--- src/rtl/mem_tile_pkg.sv ---
// Shared encodings for the memory-tile arbiter: tile access modes, sequencer
// states and requester IDs.
package mem_tile_pkg;

  localparam logic [2:0] MD_NONE  = 3'd0;
  localparam logic [2:0] MD_BYTE  = 3'd1;
  localparam logic [2:0] MD_WORD  = 3'd2;
  localparam logic [2:0] MD_DWORD = 3'd3;
  localparam logic [2:0] MD_QWORD = 3'd4;
  localparam logic [2:0] MD_OWORD = 3'd5;
  localparam logic [2:0] MD_UBYTE = 3'd6;
  localparam logic [2:0] MD_UWORD = 3'd7;

  localparam logic PORT_A = 1'b0;
  localparam logic PORT_B = 1'b1;

  typedef enum logic [1:0] {
    IDLE  = 2'd0,
    ISSUE = 2'd1,
    WAIT  = 2'd2,
    RESP  = 2'd3
  } arb_state_e;

  // The tile has no 128-bit path, so OWORD is rejected alongside NONE.
  function automatic logic mode_legal(input logic [2:0] mode);
    return !(mode == MD_NONE || mode == MD_OWORD);
  endfunction

endpackage

--- src/rtl/rr_arb2.sv ---
// Two-input round-robin arbiter; on a tie the port not granted last time wins.
module rr_arb2
  import mem_tile_pkg::*;
(
  input  logic       clk,
  input  logic       reset_n,
  input  logic [1:0] req,
  input  logic       accept,
  output logic       grant_valid,
  output logic       grant
);

  logic last_grant;

  always_comb begin
    grant_valid = |req;
    if (req[PORT_A] && req[PORT_B]) begin
      grant = ~last_grant;
    end else if (req[PORT_B]) begin
      grant = PORT_B;
    end else begin
      grant = PORT_A;
    end
  end

  // Resetting to B lets A win the very first tie.
  always_ff @(posedge clk or negedge reset_n) begin
    if (!reset_n) begin
      last_grant <= PORT_B;
    end else if (accept && grant_valid) begin
      last_grant <= grant;
    end
  end

endmodule

--- src/rtl/mem_tile_arb.sv ---
// Arbiter and sequencer in front of the single-ported 64-bit memory tile:
// grants A (fetch, read-only) or B (data), issues one strobe, waits, acks.
module mem_tile_arb
  import mem_tile_pkg::*;
#(
  parameter logic [33:0] TILE_BASE = 34'h0,
  parameter int unsigned TILE_LAT  = 1
) (
  input  logic        clk,
  input  logic        reset_n,
  input  logic        aReq,
  input  logic [2:0]  aMode,
  input  logic [47:0] aAddr,
  output logic        aAck,
  output logic        aErr,
  output logic [63:0] aData,
  input  logic        bRd,
  input  logic        bWr,
  input  logic [2:0]  bMode,
  input  logic [47:0] bAddr,
  input  logic [63:0] bWrData,
  output logic        bAck,
  output logic        bErr,
  output logic [63:0] bData,
  output logic        tileRd,
  output logic        tileWr,
  output logic [2:0]  tileMode,
  output logic [47:0] tileAddr,
  output logic [63:0] tileWrData,
  input  logic [63:0] tileRdData
);

  localparam logic [3:0] LAT_LOAD = 4'(TILE_LAT);

  arb_state_e  state;
  logic        port_q;
  logic        wr_q;
  logic [3:0]  cnt;

  logic        grant_valid;
  logic        grant;
  logic [2:0]  sel_mode;
  logic [47:0] sel_addr;
  logic        sel_wr;
  logic        sel_err;

  rr_arb2 u_rr (
    .clk         (clk),
    .reset_n     (reset_n),
    .req         ({bRd | bWr, aReq}),
    .accept      (state == IDLE),
    .grant_valid (grant_valid),
    .grant       (grant)
  );

  always_comb begin
    sel_mode = (grant == PORT_B) ? bMode : aMode;
    sel_addr = (grant == PORT_B) ? bAddr : aAddr;
    sel_wr   = (grant == PORT_B) && bWr;
    sel_err  = !mode_legal(sel_mode)
            || (sel_addr[47:14] != TILE_BASE)
            || ((grant == PORT_B) && bRd && bWr);
  end

  // Tile outputs double as the captured mode/address; ack/err pulse for one cycle.
  always_ff @(posedge clk or negedge reset_n) begin
    if (!reset_n) begin
      state      <= IDLE;
      port_q     <= PORT_A;
      wr_q       <= 1'b0;
      cnt        <= 4'd0;
      aAck       <= 1'b0;
      aErr       <= 1'b0;
      aData      <= 64'd0;
      bAck       <= 1'b0;
      bErr       <= 1'b0;
      bData      <= 64'd0;
      tileRd     <= 1'b0;
      tileWr     <= 1'b0;
      tileMode   <= 3'd0;
      tileAddr   <= 48'd0;
      tileWrData <= 64'd0;
    end else begin
      aAck <= 1'b0;
      aErr <= 1'b0;
      bAck <= 1'b0;
      bErr <= 1'b0;
      case (state)
        IDLE: begin
          if (grant_valid) begin
            port_q <= grant;
            wr_q   <= sel_wr;
            if (sel_err) begin
              state <= RESP;
              if (grant == PORT_B) begin
                bAck <= 1'b1;
                bErr <= 1'b1;
              end else begin
                aAck <= 1'b1;
                aErr <= 1'b1;
              end
            end else begin
              state      <= ISSUE;
              tileRd     <= !sel_wr;
              tileWr     <= sel_wr;
              tileMode   <= sel_mode;
              tileAddr   <= sel_addr;
              tileWrData <= sel_wr ? bWrData : 64'd0;
            end
          end
        end
        ISSUE: begin
          tileRd     <= 1'b0;
          tileWr     <= 1'b0;
          tileWrData <= 64'd0;
          cnt        <= LAT_LOAD;
          state      <= WAIT;
        end
        WAIT: begin
          if (cnt == 4'd1) begin
            state    <= RESP;
            tileMode <= 3'd0;
            tileAddr <= 48'd0;
            if (port_q == PORT_B) begin
              bAck <= 1'b1;
              if (!wr_q) bData <= tileRdData;
            end else begin
              aAck  <= 1'b1;
              aData <= tileRdData;
            end
          end else begin
            cnt <= cnt - 4'd1;
          end
        end
        RESP: begin
          state <= IDLE;
        end
        default: begin
          state <= IDLE;
        end
      endcase
    end
  end

endmodule

--- config.mk ---
export PLATFORM = sky130hd
export DESIGN_NAME = mem_tile_arb
export DESIGN_NICKNAME = d
export VERILOG_FILES = /design/src/rtl/mem_tile_pkg.sv /design/src/rtl/rr_arb2.sv /design/src/rtl/mem_tile_arb.sv
export SDC_FILE = /design/constraint.sdc
export NUM_CORES = 1
export LEC_CHECK = 0
export CORE_AREA = 2 2 190 192
export DETAILED_ROUTE_END_ITERATION = 16
export DIE_AREA = 0 0 192 194
export PLACE_DENSITY = 0.6
export SLEW_MARGIN = 0
export SYNTH_ARGS = -nofsm -noshare
export SYNTH_HDL_FRONTEND = slang
export SYNTH_SLANG_ARGS = --single-unit
--- constraint.sdc ---
create_clock -name clk -period 5.97 [get_ports clk]
set_input_delay 0.597 -clock clk [delete_from_list [all_inputs] [get_ports clk]]
set_output_delay 0.597 -clock clk [all_outputs]
set_load 0.005 [all_outputs]
# Word level (Yosys, flattened, before mapping)
# Cells that the tools add are included.
# W data, S select, Z words.
[totals]
reg_bits = 258
inputBits = 235
out_inout_bits = 249
elab_cells = 95
[classes]
add_sub_neg = 1
n_eq_ne = 9
mux = 42
bitwise_logic = 4
reduce_logical = 23
[op_table]
columns = ["cell", "n"]
rows = [
  ["$mux W48", 4],
  ["$mux W64", 3],
  ["$pmux W64 S2", 1],
  ["$pmux W48 S2", 1],
  ["$reduce_bool A34 Y1", 1],
  ["$mux W1", 18],
  ["$mux W3", 4],
  ["$ne A2 B2 Y1 const B", 4],
  ["$pmux W1 S2", 4],
  ["$pmux W2 S4", 1],
  ["$pmux W4 S2", 1],
  ["$reduce_and A4 Y1", 2],
  ["$mux W2", 3],
  ["$pmux W3 S2", 1],
  ["$reduce_and A2 Y1", 3],
  ["$reduce_and A3 Y1", 2],
  ["$reduce_bool A2 Y1", 3],
  ["$logic_and A1 B1 Y1", 5],
  ["$eq A2 B2 Y1 const B", 2],
  ["$eq A4 B1 Y1 const B", 1],
  ["$mux W4", 1],
  ["$sub A4 B1 Y4 const B", 1],
  ["$eq A3 B3 Y1 const B", 1],
  ["$logic_not A3 Y1", 1],
  ["other kinds (7)", 11],
]

# Longest topological paths before layout
# Gate-level depths: netlist (run 1).
[depth]
ltp_word = 11
depth_mapped = 11
depth_no_buf = 7

# By module
# Synthesis (run 1) repeated with hierarchy kept, for this count alone.
[hier_totals]
cells_unflattened = 876
hier_area_um2 = 10697.8
[modules_own_cells]
columns = ["mod", "n_inst", "cells_each", "area_each_um2", "seq_area_each_um2"]
rows = [
  ["mem_tile_arb", 1, 871, 10646.5, 6431.2],
  ["rr_arb2", 1, 5, 51.3, 26.3],
]

# Least setup slack after synthesis (run 1)
# Ideal clock, no wire load.
[synth_timing]
path_type = "input -> register"
from = "in bRd"
to = "reg tileAddr[10]"
setup_time_ps = 130
arrival_ps = 2161
t_required_ps = 5840
setup_slack_ps = 3679
cell_stages = 10
n_path_buf = 4
path_cell_list = "buf_2 > o2bb2ai_2 > nand3_1 > o22ai_2 > nand4_1 > buf_4 > a21o_1 > buf_2 > buf_6 > o2bb2ai_1"
[synth_between]
elab_chain_len = 10
word_cells_on_any_way = 21
classes_between = "3 x eq/ne; 7 x mux; 1 x bitwise; 10 x reduce/logical"
[synth_lines]
columns = ["element", "line_no", "rtl"]
rows = [
  ["start: declaration", "mem_tile_arb.sv:17", "input logic bRd,"],
  ["parallel branches: the longest is 10 deep, another holds $mux W48", "-", ""],
  ["end signal: assignment", "mem_tile_arb.sv:107", "tileAddr <= sel_addr;"],
  ["end: declaration", "mem_tile_arb.sv:28", "output logic [47:0] tileAddr,"],
]
# Several ways; the timed one is not identified. The select of a mux whose other input is x is not followed.
# A chain may end at the register's enable or synchronous reset.

# Worst setup path in the final report (run 1)
[layout_timing]
from = "in bRd"
to = "reg tileWrData[53]"
[layout_between]
elab_chain_len = 10
word_cells_on_any_way = 23
classes_between = "3 x eq/ne; 8 x mux; 1 x bitwise; 11 x reduce/logical"
[layout_lines]
columns = ["element", "line_no", "rtl"]
rows = [
  ["parallel branches: the longest is 10 deep, another holds $mux W48", "-", ""],
  ["end signal: assignment", "mem_tile_arb.sv:108", "tileWrData <= sel_wr ? bWrData : 64'd0;"],
  ["end: declaration", "mem_tile_arb.sv:29", "output logic [63:0] tileWrData,"],
]
# Several ways; the timed one is not identified. The select of a mux whose other input is x is not followed.

==> results of run 1 <==
report_power, final:
group	switching [W]	total, W	internal, W
logic	0.000919	0.00238	0.00147
registers	0.000236	0.00247	0.00224
clock network	0.000697	0.00168	0.000980
total	0.00185	0.00653	0.00468
through the flow:
stage	total power (W)	hold slack [ns]	area, um^2
floorplan	0.00352	0.301	10100
global placement	0.00490	0.459	15400
detailed placement	0.00493	0.471	15400
CTS	0.00667	0.190	16300
global route	0.00692	0.201	16300
finish	0.00653	0.101	16300
state kept, by name (all words and copies together), names as in the netlist:
register,flops
aAck,1
aData,64
aErr,1
bAck,1
bData,64
bErr,1
cnt,4
port_q,1
state,2
tileAddr,48
tileMode,3
tileRd,1
tileWr,1
tileWrData,64
u_rr.last_grant,1
wr_q,1
how the worst min path moves through the flow:
| stage | startpoint | endpoint | slack [ns] |
|---|---|---|---|
| floorplan | reset_n | aAck | 0.30 |
| global placement | tileWr | tileWr | 0.46 |
| detailed placement | wr_q | wr_q | 0.47 |
| CTS | reset_n | aData[20] | 0.19 |
| global route | reset_n | aData[13] | 0.20 |
| finish | reset_n | aData[20] | 0.10 |
kinds of logic after synthesis:
kind of cell | after synthesis
adder cells (fa/ha/maj) | 5
multiplexers | 146
buffers and inverters | 50
flip-flops | 258
AO/OA/AOI/OAI | 109
XOR/XNOR | 2
AND/OR/NAND/NOR | 147
cells in the mapped netlist (all sizes together) (6+ instances only):
| master | instances |
|---|---|
| a22o | 68 |
| buf | 33 |
| clkbuf | 11 |
| dfrtp | 257 |
| inv | 6 |
| mux2 | 129 |
| mux2i | 17 |
| nand2 | 62 |
| nor2 | 15 |
| nor2b | 34 |
| nor4 | 15 |
| o2bb2ai | 18 |
final cells by class:
type                            instances  area (um^2)  share of cell area
Inverter                                6         22.5             0.00139
Tap cell                              461          577              0.0355
Sequential cell                       258         6460               0.397
Clock buffer                           45          856              0.0526
Antenna cell                            1         2.50            0.000154
Timing Repair Buffer                  489         4900               0.301
Multi-Input combinational cell        409         3400               0.209
Clock inverter                          8         46.3             0.00285
worst reg2reg max path, delay by kind of cell (launching register included):
family,cells,cell delay [ns]
buffers and inverters,2,0.77
AND/OR/NAND/NOR,2,0.89
adder cells (fa/ha/maj),1,0.86
flip-flops,1,0.38
multiplexers,1,0.42
metal layers:
layer  part of all wire  GRT usage  routed length [um]
met5            0.00073          0                  23
met4              0.034     0.0540                1080
met3              0.072     0.0425                2300
met2               0.48      0.275               15300
met1               0.41      0.208               13000
==> out/summary.txt, run 1 <==
worst setup path endpoint = tileWrData[53]
Starting DRT DRC Count = 278
core area = 35200 um^2
Crit. path cell count = 8
post-synthesis mux area share = 0.160
worst path required time = 6.44 ns
beginning of the critical path = bRd
startpoint types = input port
port buffer count = 483
fin crit period = 3.56 ns
DP HPWL = 23.1 mm
peak supply drop = 0.312 mV
Detailed Route WL = 31.7 mm
Final TNS setup = 0 ns
Mapped Area = 10100 um^2
predominant post-synthesis flop cell = dfrtp_1
terminus of the critical flop-to-flop path = aData[38]
HP Class = input port to asynchronous set/reset pin
setup violators final = 0
post-CTS setup buffers = 0
die span in y = 194 um
Fillers = 3259
kind of critical path = input port to flop
XOR/XNOR share of the synthesized area = 0.00173
Slowest Stage Delay on Critical Path = 0.88 ns
Worst-path clk slew = 0.06 ns
Leakage = 7.04 nW
worst reg2reg path depth = 6
Cell Rows = 69
most used cell, CP = buf_4
Worst-Skew Late Latency = 0.54 ns
Pins Over Slew Limit = 0
relative slew slack = 0.299
CTS tree = built
CP Cell Sequence = clkdlybuf4s50_1, o2bb2ai_2, o21ai_0, nand4_1, buf_4, a21boi_4, buf_4, a22o_1
CP Max Fanout = 65
Die ar. = 37200 um^2
GPL Wtd Cong = 0.827
R2R Setup Slk = 2.54 ns
worst slew pin tran = 1.05 ns
largest net degree at the start of global routing = 134
final cell count without fillers = 1677
Slowest cell on crit path = o2bb2ai_2
DR vias/cell = 4.51
Max Fclk = 281 MHz
root buffer selected by CTS = clkbuf_16
H-tree Lvls = 1
die span in x = 192 um
CTS Buf Count = 29
CTS Hold Bufs = 0
setup repair after global routing missed its margin = no
Synth Area in Compound Gates = 0.0932
largest family of logic cells by synthesized area = multiplexers
synthesis-stage register bit count = 258
share of cells above drive strength 1 = 0.156
total congestion overflow = 0
most frequent cells in the layout = clkdlybuf4s50_1, dfrtp_1, mux2_2, a22o_1, nand2_1
CP top delay family = compound AO/OA/AOI/OAI gates
first-pass iteration count of the detailed router = 5
worst setup margin = 2.41 ns
Inst Count DP = 1623
Num Clock Sinks = 258
Worst EP arrival = 4.03 ns
first-pass GRT wire length = 48.1 mm
Post-Syn Instances = 717
share of the synthesized area in the top cell type = 0.636
Syn. warnings = 0
Avg Cell Area, Syn = 14.1 um^2
DRC viols = 0
FFs w/ async S/R, synth = 1.00
PD cells = 402 nW/um^2
Setup WS pre-CTS = 1.87 ns
Crit. End Element = flop
Post-synth EDFFs = 0
dominant cells by area after synthesis = dfrtp_1, mux2_2, a22o_1, nand2_1, nor2b_1
GRT Total Usage = 0.165
initial antenna violation count = 3
Post-Synth Adder-Cell Area = 0.00619
sequential fraction of the synthesis area = 0.639
post-DR wirelength/cell = 18.9 um
final worst-path cycle share = 0.597
Initial Util = 0.287
Ports = 484
Syn Nets = 957
Unique masters post-synth = 37
Max-cap violations = 0
vias = 7556
net count reported at finish = 1433
Core Util, Final = 0.462
reg2reg start = state[0]
Resize count post-CTS = 0
Clock Tree Buf Depth = 3
area grow syn2layout = 60.8%
cell taking the most area after synthesis = dfrtp_1
worst path bufs/invs = 3
final hold violations = 0
commonest non-fill, non-tap cell in the layout = clkdlybuf4s50_1
antenna-violating nets left = 0
number of global-route vias before repair = 7937
outcome = finished, final reports clean
skew final = 0.00913 ns
Synth Area in Simple Gates = 0.0715
Power figures use the tool's default switching activity.
==> run 2, diff against run 1 <==
Settings changed: CORE_AREA 2 2 190 192 to 2 2 186 188, DIE_AREA 0 0 192 194 to 0 0 188 190, PLACE_DENSITY 0.6 to 0.62.
Clock period 5.97 ns to 3.55 ns, I/O delays scaled along.
==> run 2 against run 1 <==
Register-to-register slack worse by 1.6 ns. Total power rose by 73%. Clock-buffer cell count fell by 3. Clock skew increased by 0.0024 ns. Via count rose by 1.8%. Core utilization is 2.5 points higher. Cell area is 1.6% higher. First-iteration DRC count is 13% lower. Global-route usage rose by 0.72 points. Combinational power rose by 76%. Non-clock buffer count up 14. Critical path type is now flop to flop. Critical endpoint is now tileAddr[4]. Largest power group is now combinational logic.
==> out/summary.txt, run 2 (synthesized netlist as in run 1, its figures left out) <==
net count reported at finish = 1448
Slowest Stage Delay on Critical Path = 0.43 ns
DR vias/cell = 4.56
metal3 WL = 1.86 mm
Slowest cell on crit path = a21o_1
skew final = 0.0115 ns
Crit. End Element = flop
top flop regs = aData (64), bData (64), tileWrData (64)
die span in x = 188 um
Num Clock Sinks = 258
Cell Rows = 68
core area = 33900 um^2
Starting DRT DRC Count = 243
Initial Util = 0.298
port buffer count = 483
Die ar. = 35700 um^2
M1 wire length = 13.5 mm
Worst EP arrival = 3.04 ns
peak supply drop = 0.400 mV
CP Max Fanout = 19
HP Class = input port to flop
setup violators final = 0
Worst-path clk slew = 0.06 ns
first-pass GRT wire length = 48.4 mm
commonest non-fill, non-tap cell in the layout = clkdlybuf4s50_1
H-tree Lvls = 1
final worst-path cycle share = 0.737
number of global-route vias before repair = 7982
root buffer selected by CTS = clkbuf_16
Detailed Route WL = 31.7 mm
met2 routed WL = 15.6 mm
Final TNS setup = 0 ns
most used cell, CP = inv_1
first-pass iteration count of the detailed router = 4
GRT Total Usage = 0.172
worst path bufs/invs = 3
hold_ws = 0.404 ns
Core Util, Final = 0.487
DP HPWL = 23.7 mm
Max-cap violations = 0
Resize count post-CTS = 0
kind of critical path = flop to flop
Clock Tree Buf Depth = 3
startpoint types = flop
worst slew pin tran = 0.925 ns
DRC viols = 0
die span in y = 190 um
setup repair after global routing missed its margin = no
CP Cell Sequence = inv_1, ha_1, inv_1, nor3_1, nand4_1, buf_4, a21o_1, o2bb2ai_1
worst reg2reg path depth = 8
Worst-Skew Late Latency = 0.55 ns
antenna-violating nets left = 0
Crit. path cell count = 8
Pins Over Slew Limit = 0
relative slew slack = 0.383
CTS Buf Count = 30
CP top delay family = compound AO/OA/AOI/OAI gates
final hold violations = 0
CTS tree = built
vias = 7695
initial antenna violation count = 0
max layer used = met4
GPL Wtd Cong = 0.913
worst hold stages = 2
area grow syn2layout = 63.4%
outcome = finished, final reports clean
PD cells = 685 nW/um^2
Fillers = 2971
largest net degree at the start of global routing = 117
share of cells above drive strength 1 = 0.169
worst path required time = 3.97 ns
fin crit period = 2.61 ns
Ports = 484
Max Fclk = 382 MHz
n_diodes = 0
post-DR wirelength/cell = 18.8 um
Leakage = 7.18 nW
total congestion overflow = 0
most frequent cells in the layout = clkdlybuf4s50_1, dfrtp_1, mux2_2, a22o_1, nand2_1
## run 2: final timing paths
kind,start,to,slack (ns)
hold reg to reg,wr_q,wr_q,0.48
min in group asynchronous,reset_n,aData[15],0.46
hold / removal,bWrData[9],tileWrData[9],0.40
max in group asynchronous,reset_n,tileAddr[47],2.14
setup reg to reg,state[0],tileAddr[4],0.94
setup / recovery,state[0],tileAddr[4],0.94
## run 2: cell type report
cell class / count / area [um^2] / area share
Sequential cell: 258 / 6460 / 0.391
Clock inverter: 13 / 114 / 0.00689
Clock buffer: 42 / 856 / 0.0518
Inverter: 6 / 22.5 / 0.00136
Timing Repair Buffer: 503 / 5100 / 0.309
Multi-Input combinational cell: 409 / 3400 / 0.206
Tap cell: 455 / 569 / 0.0345
## run 2: repair_timing
action | in CTS | in global routing
hold buffers | 1 | 0
endpoints found under the hold margin | 111 | 0
setup buffers | 0 | 0
## run 2: layer usage
| metal | vias to the layer above | track usage |
|---|---|---|
| li1 | 3569 | - |
| met1 | 3816 | 0.222 |
| met2 | 262 | 0.291 |
| met3 | 48 | 0.0378 |
| met4 | 0 | 0.0503 |
| met5 | - | 0 |
## run 2: power breakdown
part	total [W]	internal, W	leakage, nW	switching [W]
Clock	0.00298	0.00175	0.477	0.00122
Combinational	0.00418	0.00258	3.40	0.00160
Sequential	0.00416	0.00376	3.30	0.000397
## run 2: through the flow
stage               std cells  area [um^2]  power, W  worst slack, ns
floorplan                 717        10100   0.00591             1.33
global placement         1630        15500   0.00839            0.709
detailed placement       1630        15500   0.00846            0.606
CTS                      1686        16500    0.0115            0.936
global route             1686        16500    0.0120            0.721
finish                   1686        16500    0.0113            0.935
==> run 3, diff against run 2 <==
Settings changed: CORE_AREA 2 2 186 188 to 2 2 190 192, DIE_AREA 0 0 188 190 to 0 0 192 194.
Clock period 3.55 ns to 2.3 ns, I/O delays scaled along.
==> run 3 against run 2 <==
Total power is 58% higher. Via count grew 1.1%. Final cell count increased by 2.5%. First-iteration DRC count down 7.8%. Die area rose by 4.3%. Clock skew decreased by 0.0034 ns. Critical path depth up 1. Global-route usage decreased by 0.36 points. Register-to-register slack lost 0.85 ns. Clock power up 57%. Worst hold slack got worse by 0.15 ns. Setup slack worse by 0.85 ns. Critical path type is now input port to flop. Critical endpoint is now tileWrData[37]. Highest routed layer is now met5.
==> out/summary.txt, run 3 (synthesized netlist as in run 1, its figures left out) <==
Clock Tree Buf Depth = 3
Worst-Skew Late Latency = 0.56 ns
Starting DRT DRC Count = 224
dpl cell area = 15900 um^2
startpoint types = input port
Initial Util = 0.287
CTS tree = built
Slowest Stage Delay on Critical Path = 0.62 ns
outcome = finished, final reports clean
setup violators final = 0
worst slew pin tran = 0.657 ns
overall power = 0.0179 W
DR vias/cell = 4.50
Worst EP arrival = 2.70 ns
share of cells above drive strength 1 = 0.190
vias = 7781
Leakage = 7.39 nW
Fillers = 3180
post-route cell area = 16900 um^2
PD cells = 1050 nW/um^2
most frequent cells in the layout = clkdlybuf4s50_1, dfrtp_1, mux2_2, a22o_1, nand2_1
post-DR wirelength/cell = 18.7 um
Num Clock Sinks = 258
peak supply drop = 0.886 mV
Max-cap violations = 0
total congestion overflow = 0
Inst Count DP = 1668
Pins Over Slew Limit = 0
Ports = 484
first-pass iteration count of the detailed router = 4
kind of critical path = input port to flop
initial antenna violation count = 2
core area = 35200 um^2
relative slew slack = 0.558
CP top delay family = simple AND/OR/NAND/NOR gates
die span in x = 192 um
GRT Total Usage = 0.169
HP Class = input port to asynchronous set/reset pin
Setup WS pre-CTS = -0.384 ns
GPL Wtd Cong = 0.884
final cell count without fillers = 1728
fin crit period = 2.22 ns
commonest non-fill, non-tap cell in the layout = clkdlybuf4s50_1
number of global-route vias before repair = 8220
Cell Rows = 69
Max Fclk = 451 MHz
CP Max Fanout = 33
Worst-path clk slew = 0.06 ns
DP HPWL = 23.9 mm
CP Cell Sequence = clkdlybuf4s50_1, nor4_1, nand4_1, o22ai_2, nand3_2, nor4_4, buf_4, clkbuf_16, a22o_1
root buffer selected by CTS = clkbuf_16
largest net degree at the start of global routing = 70
first-pass GRT wire length = 49.0 mm
Slowest cell on crit path = nor4_1
DRC viols = 0
area grow syn2layout = 67.5%
worst path bufs/invs = 3
Die ar. = 37200 um^2
Final TNS setup = 0 ns
H-tree Lvls = 1
top flop regs = aData (64), bData (64), tileWrData (64)
final hold violations = 0
skew final = 0.00811 ns
net count reported at finish = 1483
worst setup margin = 0.0845 ns
Crit. End Element = flop
port buffer count = 483
worst path required time = 2.78 ns
die span in y = 194 um
CTS Buf Count = 30
antenna-violating nets left = 0
Detailed Route WL = 32.3 mm
final worst-path cycle share = 0.963
==> run 3: cell types whose count changed in the layout (fill, tap and decap cells not counted), sizes merged <==
cell,change
buf,+34
clkbuf,+7
clkinv,-5
diode,+1
inv,-1
==> run 3: power by group <==
group | internal [W] | total, W | switching [W]
logic | 0.00425 | 0.00678 | 0.00253
clock network | 0.00280 | 0.00467 | 0.00187
registers | 0.00580 | 0.00642 | 0.000614
==> run 3: worst paths after layout <==
check | from | end | slack [ns] | cells past startpoint
setup / recovery | bAddr[31] | tileWrData[37] | 0.08 | 9
hold / removal | reset_n | bData[13] | 0.26 | 2
setup reg to reg | u_rr.last_grant | tileWrData[37] | 0.09 | 9
hold reg to reg | tileWr | tileWr | 0.47 | 1
max in group asynchronous | reset_n | aData[26] | 1.30 | 3
min in group clk | bWrData[22] | tileWrData[22] | 0.27 | 2
==> run 3: area by class of cell <==
| class | instances | area [um^2] | share of cell area |
|---|---|---|---|
| flip-flops and latches | 258 | 6460 | 0.381 |
| repair buffers | 538 | 5490 | 0.324 |
| multi-input cells | 409 | 3420 | 0.202 |
| clock buffers | 48 | 910 | 0.0537 |
| well taps | 461 | 577 | 0.0340 |
| clock inverters | 7 | 68.8 | 0.00406 |
| inverters | 6 | 22.5 | 0.00133 |
| diodes | 1 | 2.50 | 0.000148 |
==> run 3: through the flow <==
stage,hold WS (ns),utilization
finish,0.258,0.481
global route,0.250,0.481
CTS,0.226,0.479
detailed placement,0.257,0.451
global placement,0.257,0.451
floorplan,-0.0656,-
==> run 3: layer usage <==
metal | share of wire | global-route usage | wire length, um
met5 | 0.00040 | 0 | 13
met2 | 0.48 | 0.279 | 15500
met1 | 0.41 | 0.212 | 13400
met4 | 0.031 | 0.0534 | 1000
met3 | 0.074 | 0.0472 | 2400
==> run 3: repair_timing <==
action,4_1_cts,5_1_grt
setup endpoints to repair,0,88
hold buffers,1,0
endpoints found under the hold margin,61,0
gates resized for setup,0,7
setup buffers,0,2
